[src/rtl/tdm_pkg.sv]
// Shared constants and state encoding for the 4-channel TDM receive path.
package tdm_pkg;

   localparam int unsigned NCH    = 4;
   localparam int unsigned SLOT_W = 2;

   typedef enum logic {
      TDM_HUNT    = 1'b0,
      TDM_COLLECT = 1'b1
   } tdm_state_e;

   localparam logic [SLOT_W-1:0] SLOT_FIRST = SLOT_W'(0);
   localparam logic [SLOT_W-1:0] SLOT_LAST  = SLOT_W'(NCH - 1);

endpackage

[src/rtl/demux1to4_dec.sv]
// Slot index plus enable to one-hot write strobes for the per-slot registers.
module demux1to4_dec
   import tdm_pkg::*;
(
   input  logic [SLOT_W-1:0] sel,
   input  logic              en,
   output logic [NCH-1:0]    we_c
);

   always_comb begin
      we_c = '0;
      if (en) we_c[sel] = 1'b1;
   end

endmodule

[src/rtl/tdm_demux4.sv]
// TDM link receiver: aligns on sof, gathers four slot words, commits whole frames.
// Optional even-parity checking is built when TDM_PARITY_EN is defined.
module tdm_demux4
   import tdm_pkg::*;
#(
   parameter int unsigned WIDTH = 4
) (
   input  logic                   clock,
   input  logic                   resetn,
   input  logic [WIDTH-1:0]       din,
   input  logic                   din_valid,
   input  logic                   sof,
`ifdef TDM_PARITY_EN
   input  logic                   din_par,
`endif
   output logic [NCH*WIDTH-1:0]   ch_out,
   output logic                   frame_valid,
   output logic                   frame_err,
   output logic [SLOT_W-1:0]      slot
);

   tdm_state_e                    state, state_n;
   logic [SLOT_W-1:0]             slot_n;
   logic                          fv_n, fe_n;
   logic                          wr_en;
   logic [SLOT_W-1:0]             wr_slot;
   logic [NCH-1:0]                we_c;
   logic [NCH-2:0][WIDTH-1:0]     shadow;
   logic                          frame_bad_c;

`ifdef TDM_PARITY_EN
   logic bad_q;
   logic beat_bad_c;

   assign beat_bad_c  = ^{din, din_par};
   assign frame_bad_c = bad_q | beat_bad_c;

   // A slot-0 beat restarts the flag; later beats of the frame accumulate into it.
   always_ff @(posedge clock or negedge resetn) begin
      if (!resetn) begin
         bad_q <= 1'b0;
      end else if (din_valid) begin
         if (sof)
            bad_q <= beat_bad_c;
         else if (state == TDM_COLLECT && slot != SLOT_FIRST)
            bad_q <= frame_bad_c;
      end
   end
`else
   assign frame_bad_c = 1'b0;
`endif

   // State, slot counter and status pulses.
   always_ff @(posedge clock or negedge resetn) begin
      if (!resetn) begin
         state       <= TDM_HUNT;
         slot        <= SLOT_FIRST;
         frame_valid <= 1'b0;
         frame_err   <= 1'b0;
      end else begin
         state       <= state_n;
         slot        <= slot_n;
         frame_valid <= fv_n;
         frame_err   <= fe_n;
      end
   end

   always_comb begin
      state_n = state;
      slot_n  = slot;
      fv_n    = 1'b0;
      fe_n    = 1'b0;
      wr_en   = 1'b0;
      wr_slot = slot;

      if (din_valid) begin
         unique case (state)
            TDM_HUNT: begin
               if (sof) begin
                  wr_en   = 1'b1;
                  wr_slot = SLOT_FIRST;
                  slot_n  = SLOT_W'(1);
                  state_n = TDM_COLLECT;
               end
            end
            TDM_COLLECT: begin
               if (sof) begin
                  // sof anywhere but slot 0 aborts the partial frame and resyncs on this beat
                  fe_n    = (slot != SLOT_FIRST);
                  wr_en   = 1'b1;
                  wr_slot = SLOT_FIRST;
                  slot_n  = SLOT_W'(1);
               end else if (slot == SLOT_FIRST) begin
                  fe_n    = 1'b1;
                  slot_n  = SLOT_FIRST;
                  state_n = TDM_HUNT;
               end else if (slot == SLOT_LAST) begin
                  wr_en   = !frame_bad_c;
                  wr_slot = SLOT_LAST;
                  fv_n    = !frame_bad_c;
                  fe_n    = frame_bad_c;
                  slot_n  = SLOT_FIRST;
               end else begin
                  wr_en   = 1'b1;
                  slot_n  = slot + SLOT_W'(1);
               end
            end
            default: begin
               state_n = TDM_HUNT;
               slot_n  = SLOT_FIRST;
            end
         endcase
      end
   end

   demux1to4_dec u_dec (
      .sel  (wr_slot),
      .en   (wr_en),
      .we_c (we_c)
   );

   // Slots 0..2 stage in shadow; slot 3 goes straight into the commit register.
   always_ff @(posedge clock or negedge resetn) begin
      if (!resetn) begin
         shadow <= '0;
         ch_out <= '0;
      end else begin
         for (int k = 0; k < NCH - 1; k++) begin
            if (we_c[k]) shadow[k] <= din;
         end
         if (we_c[NCH-1]) ch_out <= {din, shadow[2], shadow[1], shadow[0]};
      end
   end

endmodule

[config.mk]
export PLATFORM = sky130hd
export DESIGN_NAME = tdm_demux4
export DESIGN_NICKNAME = d
export VERILOG_FILES = /design/src/rtl/tdm_pkg.sv /design/src/rtl/demux1to4_dec.sv /design/src/rtl/tdm_demux4.sv
export SDC_FILE = /design/constraint.sdc
export NUM_CORES = 1
export LEC_CHECK = 0
export BUFFER_PORTS_ARGS = -buffer_cell sky130_fd_sc_hd__buf_2
export CORE_MARGIN = 3
export CORE_UTILIZATION = 45
export DETAILED_ROUTE_END_ITERATION = 6
export PLACE_DENSITY_LB_ADDON = 0.05
export SLEW_MARGIN = 10
export SYNTH_ARGS = -nofsm -noshare
export SYNTH_HDL_FRONTEND = slang
export SYNTH_SLANG_ARGS = --single-unit
[constraint.sdc]
create_clock -name clock -period 2.7 [get_ports clock]
set_input_delay 0.135 -clock clock [delete_from_list [all_inputs] [get_ports clock]]
set_output_delay 0.135 -clock clock [all_outputs]
set_load 0.01 [all_outputs]
* Word level (Yosys, flattened, before mapping) *
Cells that the tools add are included.

storage, ports and cells
  input port bits = 8
  register bits = 33
  memory bits (writable) = 0
  memories kept = 0
  bits in latches = 0
  bits in read-only memories = 0

cells by class
  add/sub/neg operators = 1
  eq/ne operators = 2
  divide/modulo/power cells = 0
  bitwise logic cells = 1
  shift-type cells = 0
  order comparisons = 2
  muxes and demuxes = 28
  reductions and logical operators = 4
  multipliers = 0

operators with widths
  operator                                                                count
  2-bit 2-to-1 mux                                                        9
  1-bit 2-to-1 mux                                                        14
  2-bit one-hot mux with 2 select lines                                   2
  4-bit 2-to-1 mux                                                        1
  2-bit by 3-bit < comparator with 1-bit output (second input constant)   1
  2-bit by 1-bit adder with 2-bit output (second input constant)          1
  1-bit demux with 2-bit select                                           1
  2-bit equality test (second input constant)                             1
  2-bit by 1-bit >= comparator with 1-bit output (second input constant)  1
  2-bit zero test                                                         1
  2-bit != test (second input constant)                                   1
  1-bit one-hot mux with 2 select lines                                   1
  2-bit AND reduction                                                     1
  2-bit nonzero test                                                      1
  1-bit logical AND                                                       1
  1-bit inverter                                                          1

* Longest topological paths before layout *
Gate-level depths: netlist (run 1).

  word-level depth = 11
  depth in mapped cells = 8
  gate-level depth less buffers = 7

* Cells and area by module *
A second synthesis (run 1) with hierarchy kept.

unflattened totals
  cells, all modules = 91
  area, all modules = 1425.1 um^2

modules (own cells, without submodules)
  module         cells each  area an instance (um^2)  seq. area each (um^2)  times used
  tdm_demux4     87          1387.6                   825.8                  1
  demux1to4_dec  4           37.5                     0.0                    1

* Worst setup path after synthesis (run 1) *
OpenSTA, ideal clock, no wires.

  path type = register to register
  from = register slot[0]
  to = register ch_out[0]
  arrival time = 2149 ps
  library setup time = 125 ps
  path slack = 426 ps
  cell stages (with the launch flop) = 9
  required time = 2575 ps
  buffers on the path = 1
  cell sequence = dfrtp_1 > inv_1 > ha_1 > ha_1 > nand2_1 > o211ai_1 > nor3_4 > buf_12 > mux2_4

between the ends
  cells in the longest elaborated chain, start to end = 11
  elaborated cells on any way between the ends = 18
  those cells by class = order compare: 2; eq/ne: 1; mux: 13; reduce/logical: 2

ends and longest elaborated chain
  item                                                                                                                                   RTL line             RTL
  start: declaration                                                                                                                     tdm_demux4.sv:19     output logic [SLOT_W-1:0] slot
  start signal: assignment                                                                                                               tdm_demux4.sv:62     slot <= slot_n;
  2-bit equality test                                                                                                                    tdm_demux4.sv:97     end else if (slot == SLOT_LAST) begin
  2-bit 2-to-1 mux                                                                                                                       tdm_demux4.sv:97
  2-bit 2-to-1 mux                                                                                                                       tdm_demux4.sv:93     end else if (slot == SLOT_FIRST) begin
  2-bit 2-to-1 mux                                                                                                                       tdm_demux4.sv:87     if (sof) begin
  2-bit one-hot mux with 2 select lines                                                                                                  tdm_demux4.sv:77     unique case (state)
  2-bit 2-to-1 mux                                                                                                                       tdm_demux4.sv:76     if (din_valid) begin
  2-bit by 3-bit < comparator with 1-bit output (implied by the code) or 2-bit by 1-bit >= comparator with 1-bit output (tied branches)  demux1to4_dec.sv:12  if (en) we_c[sel] = 1'b1;
  1-bit logical AND (implied by the code)                                                                                                demux1to4_dec.sv:12
  1-bit 2-to-1 mux (implied by the code)                                                                                                 demux1to4_dec.sv:12
  1-bit demux with 2-bit select                                                                                                          -
  4-bit 2-to-1 mux (*)                                                                                                                   demux1to4_dec.sv:12
  end signal: assignment                                                                                                                 tdm_demux4.sv:131    if (we_c[NCH-1]) ch_out <= {din, shadow[2], shadow[1], shadow[0]};
  end: declaration                                                                                                                       tdm_demux4.sv:16     output logic [NCH*WIDTH-1:0] ch_out,

Every way passes the cells marked *; elsewhere a longest branch is shown, timed or not.
A chain may end at the register's enable or synchronous reset.

* Worst setup path in the final report (run 1) *
  from = register slot[0]
  to = register ch_out[5]

Same word-level chain as after synthesis.

==> run summary, run 1 <==
Met2 GRT Util - 0.209
Row count - 20
Levels on crit path - 8
Mapped Cells - 94
CTS tree - built
First-pass DRT Iterations - 4
Final setup fails - 0
Largest net degree at the start of global routing - 34
Measured slew at the worst slew-check pin - 0.704 ns
Pwr Total - 1.77 mW
Gr ovfl total - 0
RSZ-0062 raised after global routing - no
Syn_nets - 107
CP required - 2.92 ns
Hold Violations, Final - 0
Mapped Area - 0.00146 sq mm
Starting Density - 0.473
Ant diodes - 0
Io pins - 28
Slew Limit Fails - 0
CP most frequent cell - ha_1
Worst Path Max Fanout - 16
P_leak - 0.826 nW
Grt peak-use layer - met2
Layout cells sized above 1 - 0.546
Tmin final - 2.37 ns
Hold depth - 2
Clock root cell - clkbuf_4
DRC errors left - 0
Rel. slew slack - 0.531
Maximum clock frequency - 0.421 GHz
Critical path data arrival time - 2.60 ns
CP max-delay cell - dfrtp_1
M3 GR Usage - 0.0468
Ys Warns - 0
Synth top area share - 0.567
Main flop type after synthesis - dfrtp_1
Final ANT Viol Nets - 0
Crit path capture type - flip-flop
Post-synth EDFFs - 0
Clk_skew - 0.00567 ns
Gr usage total - 0.142
Largest stage delay, worst path - 0.53 ns
Vias in the first global route - 886
Synthesized flop and latch total - 33
Layout Nets - 142
Max cap viols - 0
Final clock period utilization by the worst path - 0.879
WL final - 2450 um
Initial DRC Count - 47
Worst skew pair latency - 0.33 ns
Worst reg2reg path depth - 8
VDD IR max - 489 uV
Setup TNS - 0 ns
Number of vias after detailed routing - 860
Post-DP HPWL - 1690 um
CP startpoint kind - flip-flop
Fillers - 275
Synth cell count leaders - 33 x dfrtp_1, 18 x mux2_2, 10 x mux2_4, 5 x ha_1, 4 x inv_1
Yosys top cell by area - dfrtp_1
IO Port Bufs - 27
Clock net sink count - 33
Post-synth cell types - 23
Clock Path Buffers - 2
Top cells by area, synth - dfrtp_1 57%, mux2_2 14%, mux2_4 10%
Hold crit path type - in2reg
Initial antenna violation count - 0
Worst setup endpoint - ch_out[5]$_DFFE_PN0P_
Area Overhead vs Synth - 18.7%
Status - finished, final reports clean
Critical R2R Launch - slot[0]$_DFFE_PN0P_
Core area - 0.00308 sq mm
Die footprint - 0.00395 sq mm
Count leader, synth - dfrtp_1
Hold path start - sof
Post-CTS setup repair buffer count - 0
Reg-to-reg critical path endpoint - ch_out[5]$_DFFE_PN0P_
Crit path kind - reg2reg
Post-CTS resize count - 0
H-tree levels - 2
Inserted Clock Buffers - 5
Met1 Track Usage GR - 0.190
Post-synthesis sequential area ratio - 0.567
Crit path cell chain - inv_1, ha_1, ha_1, nand2_1, o211ai_1, nor3_4, buf_4, mux2_2
Critical path's top delay family - flip-flops
Post-DR vias/cell - 4.94
Bufs and invs on worst path - 2
Hold_buf cts - 1
R2R setup slack - 0.33 ns
Asr flop ratio synth - 1.00
Cell Pwr Density - 1020 mW/mm^2
Die W - 62.9 um
Routed length per instance - 14.1 um
Avg Inst Size Synth - 15.5 sq um
Die Span Y - 62.9 um
First-pass GRT wire length - 4330 um
Crit. Startpoint - slot[0]$_DFFE_PN0P_
Final GP Congestion - 0.823
Worst-path clk slew - 0.10 ns
[cells by family (layout without fill, tap and decap cells)]
logic type | after synthesis | count (layout) | share of synthesized area
buffers and inverters | 5 | 41 | 0.0241
adder cells (fa/ha/maj) | 5 | 5 | 0.0430
flip-flops | 33 | 33 | 0.567
AND/OR/NAND/NOR | 15 | 15 | 0.0817
AO/OA/AOI/OAI | 8 | 8 | 0.0413
multiplexers | 28 | 28 | 0.242
[placed cells by master, fill, tap and decap left out, types with 2 or more instances in the layout]
cell type and n:
dfrtp_1 33, buf_2 27, mux2_2 18, mux2_4 10
ha_1 5, clkbuf_4 5, inv_1 4, nand2_1 3
nor2_1 3, o22ai_1 2, a21oi_1 2
[metrics by stage]
step	util	hold WS, ns	instances	instance area [sq um]	worst slack [ns]
detailed placement	0.530	0.234	165	1630	0.316
CTS	0.561	0.0228	174	1730	0.306
finish	0.561	0.0312	174	1730	0.326
floorplan	-	-0.161	94	1460	0.426
global route	0.561	0.0520	174	1730	0.183
global placement	0.530	0.225	165	1630	0.366
[routing by layer]
layer	vias to the layer above	wire, um
met5	-	0
met4	0	36
met2	20	1150
met3	5	108
met1	425	1150
li1	410	-
[state kept, by name, indices dropped and copies added, names as in the netlist]
name / count
frame_err: 1
ch_out: 16
shadow: 12
frame_valid: 1
state: 1
slot: 2
[worst min path at each step]
stage          slack (ns)                     to
6_report             0.03  frame_valid$_DFF_PN0_
5_1_grt              0.05  frame_valid$_DFF_PN0_
3_5_place_dp         0.23  ch_out[1]$_DFFE_PN0P_
4_1_cts              0.02  frame_valid$_DFF_PN0_
3_3_place_gp         0.22  ch_out[1]$_DFFE_PN0P_
2_1_floorplan       -0.16  ch_out[0]$_DFFE_PN0P_
[power by group]
| part | switching, mW | internal [mW] | total, mW |
|---|---|---|---|
| clock network | 0.165 | 0.221 | 0.386 |
| logic | 0.228 | 0.327 | 0.555 |
| registers | 0.122 | 0.702 | 0.824 |
| total | 0.515 | 1.25 | 1.77 |
[layout make-up]
| type | count | area (sq um) | share of cell area |
|---|---|---|---|
| clock buffers | 7 | 55.1 | 0.0319 |
| clock inverters | 1 | 30.0 | 0.0174 |
| inverters | 4 | 15.0 | 0.00869 |
| multi-input cells | 56 | 594 | 0.344 |
| flip-flops and latches | 33 | 826 | 0.478 |
| well taps | 44 | 55.1 | 0.0319 |
| repair buffers | 29 | 153 | 0.0883 |
Note: power is estimated with default switching activity, not from simulation.
==> run 2: changes to the inputs <==
Settings changed: CORE_MARGIN 3 to default, SYNTH_HIERARCHICAL from default to 1.
==> run summary, run 2 <==
Die Span Y - 58.3 um (-7.3%)
Starting Density - 0.471 (-0.00210)
Pre-CTS setup slack - 0.289 ns (-0.0272 ns)
Clk_skew - 0.00701 ns (+0.00134 ns)
Ys Warns - 6 (+6)
Post-route cell area - 0.00168 sq mm (-2.6%)
Top cells by area, synth - dfrtp_1 58%, mux2_2 14%, mux2_4 11%
VDD IR max - 395 uV (-19%)
Ant diodes - 0 (unchanged)
Tmin final - 2.40 ns (+0.0283 ns)
Hold path start - din[3]
Hold crit path type - in2reg
Setup TNS - 0 ns (unchanged)
Top flop regs - ch_out (16), shadow (12), slot (2)
Number of vias after detailed routing - 820 (-4.7%)
Layout cells sized above 1 - 0.524 (-0.0220)
Post-synth cell types - 22 (-4.3%)
Mapped Area - 0.00143 sq mm (-2.1%)
Final clock period utilization by the worst path - 0.890 (+0.0105)
DRC errors left - 0 (unchanged)
First-pass GRT wire length - 3880 um (-11%)
Commonest non-fill, non-tap cell in the layout - dfrtp_1
Post-CTS setup repair buffer count - 0 (unchanged)
Clock Path Buffers - 2 (unchanged)
P_leak - 0.826 nW (about the same)
Final hold slack - 0.0722 ns (+0.0410 ns)
Row count - 20 (unchanged)
Measured slew at the worst slew-check pin - 0.731 ns (+0.0264 ns)
Hold Violations, Final - 0 (unchanged)
Fillers - 280 (+1.8%)
Inserted Clock Buffers - 5 (unchanged)
Status - finished, final reports clean
R2R setup slack - 0.30 ns (-0.03 ns)
Post-DR vias/cell - 4.88 (-1.2%)
Cell Pwr Density - 1100 mW/mm^2 (+7.3%)
Post-DP HPWL - 1570 um (-7.3%)
Max cap viols - 0 (unchanged)
Maximum clock frequency - 0.416 GHz (-1.2%)
Clock root cell - clkbuf_4
Worst skew pair latency - 0.33 ns (about the same)
Gr ovfl total - 0 (unchanged)
Critical R2R Launch - slot[0]$_DFFE_PN0P_
Layout Nets - 136 (-4.2%)
Final GP Congestion - 0.692 (-16%)
Commonest cells after routing, fill and taps aside - 33 x dfrtp_1, 27 x buf_2, 18 x mux2_2
Routed length per instance - 13.9 um (-0.79%)
Reg-to-reg critical path endpoint - ch_out[14]$_DFFE_PN0P_
Area of the multi-input gates - 557 sq um (-6.3%)
Core area - 0.00303 sq mm (-1.6%)
CTS tree - built
Crit path capture type - flip-flop
Pwr Total - 1.85 mW (+4.5%)
Io pins - 28 (unchanged)
Area Overhead vs Synth - 18.1%
Clock net sink count - 33 (unchanged)
Asr flop ratio synth - 1.00 (unchanged)
IO Port Bufs - 27 (unchanged)
Post-synthesis sequential area ratio - 0.579 (+0.0120)
Avg Inst Size Synth - 15.7 sq um (+1.2%)
Rel. slew slack - 0.513 (-0.0176)
Min setup slack post-route - 0.298 ns (-0.0283 ns)
Initial antenna violation count - 0 (unchanged)
Worst setup endpoint - ch_out[14]$_DFFE_PN0P_
RSZ-0062 raised after global routing - no
WL final - 2340 um (-4.2%)
Vias in the first global route - 810 (-8.6%)
Main flop type after synthesis - dfrtp_1
Worst-path clk slew - 0.10 ns (about the same)
CP required - 2.92 ns (about the same)
CP startpoint kind - flip-flop
Yosys top cell by area - dfrtp_1
Synthesized flop and latch total - 33 (unchanged)
Critical path data arrival time - 2.63 ns (+0.03 ns)
Count leader, synth - dfrtp_1
Final setup fails - 0 (unchanged)
Die W - 58.3 um (-7.3%)
Synth cell count leaders - 33 x dfrtp_1, 18 x mux2_2, 10 x mux2_4, 5 x ha_1, 4 x inv_1
Mapped Cells - 91 (-3.2%)
First-pass DRT Iterations - 4 (unchanged)
Final ANT Viol Nets - 0 (unchanged)
Reg with most FFs - ch_out
H-tree levels - 2 (unchanged)
Slew Limit Fails - 0 (unchanged)
Die footprint - 0.00340 sq mm (-14%)
Synth top area share - 0.579 (+0.0120)
Placed cell area - 0.00159 sq mm (-2.8%)
Syn_nets - 104 (-2.8%)
Largest net degree at the start of global routing - 34 (unchanged)
Worst Path Max Fanout - 16 (unchanged)
Sequential cell area - 826 sq um (unchanged)
Gr usage total - 0.163 (+0.0209)
Crit path kind - reg2reg
Max FFs per register - 16 (unchanged)
Initial DRC Count - 21 (-55%)
Post-synth EDFFs - 0 (unchanged)
Worst reg2reg path depth - 6 (-2)
Crit. Startpoint - slot[0]$_DFFE_PN0P_
[run 2: cell count changes after synthesis, sizes merged, moves of 2 or more]
cell     before  now
o22ai         2    0
a2bb2oi       0    2
a21oi         3    1
o21ai         2    0
nand2b        0    2
nand2         3    1
nor2          3    1
buf           1    3
and3b         0    2
nor3          2    0
[run 2: metrics by stage]
step / utilization / std cells
after floorplan: - / 91
after global placement: 0.524 / 159
after detailed placement: 0.524 / 159
after CTS: 0.556 / 168
after global routing: 0.556 / 168
final: 0.556 / 168
[run 2: power breakdown]
group / internal, mW / switching, mW / total, mW
Clock: 0.221 / 0.163 / 0.384
Combinational: 0.368 / 0.253 / 0.621
Sequential: 0.717 / 0.123 / 0.840
Total: 1.31 / 0.540 / 1.85
[run 2: layout make-up]
cell class                 count  area share
clock inverter                 1      0.0178
multi-input combinational     51       0.331
inverter                       4     0.00892
clock buffer                   7      0.0327
sequential                    33       0.491
timing repair buffer          28      0.0862
tap                           44      0.0327
[run 2: per-layer routing]
layer  vias to the layer above  routed length [um]  share of wire  global-route usage
li1                        389                   -              -                   -
met3                         5                 120          0.051              0.0625
met1                       399                1140           0.49               0.219
met2                        27                1040           0.44               0.227
met4                         0                  42          0.018              0.0850
met5                         -                   0              0                   0
[run 2: cells by family after synthesis]
group	Yosys count	share of synthesized area
fa+ha+maj	5	0.0439
compound gates	8	0.0465
buf+inv	7	0.0298
simple gates	10	0.0527
flops	33	0.579
mux	28	0.248
[run 2: how the worst min path moves through the flow]
| stage | end | slack (ns) | cells past startpoint |
|---|---|---|---|
| floorplan | ch_out[0]$_DFFE_PN0P_ | -0.16 | 0 |
| global placement | ch_out[0]$_DFFE_PN0P_ | 0.23 | 1 |
| detailed placement | ch_out[0]$_DFFE_PN0P_ | 0.23 | 1 |
| CTS | shadow[7]$_DFFE_PN0P_ | 0.05 | 2 |
| global route | shadow[7]$_DFFE_PN0P_ | 0.05 | 2 |
| finish | shadow[7]$_DFFE_PN0P_ | 0.07 | 2 |
[run 2: what timing repair did]
action                                 in CTS  in global routing
resized for setup                           0                  0
hold buffers                                1                  0
endpoints found under the hold margin      33                  0
[run 2: worst max-delay path, stage by stage, from the launching register on]
cell,delay (ns)
dfrtp_1,0.45
inv_1,0.09
ha_1,0.22
and4b_1,0.27
a2bb2oi_1,0.30
and3_2,0.58
mux2_2,0.39
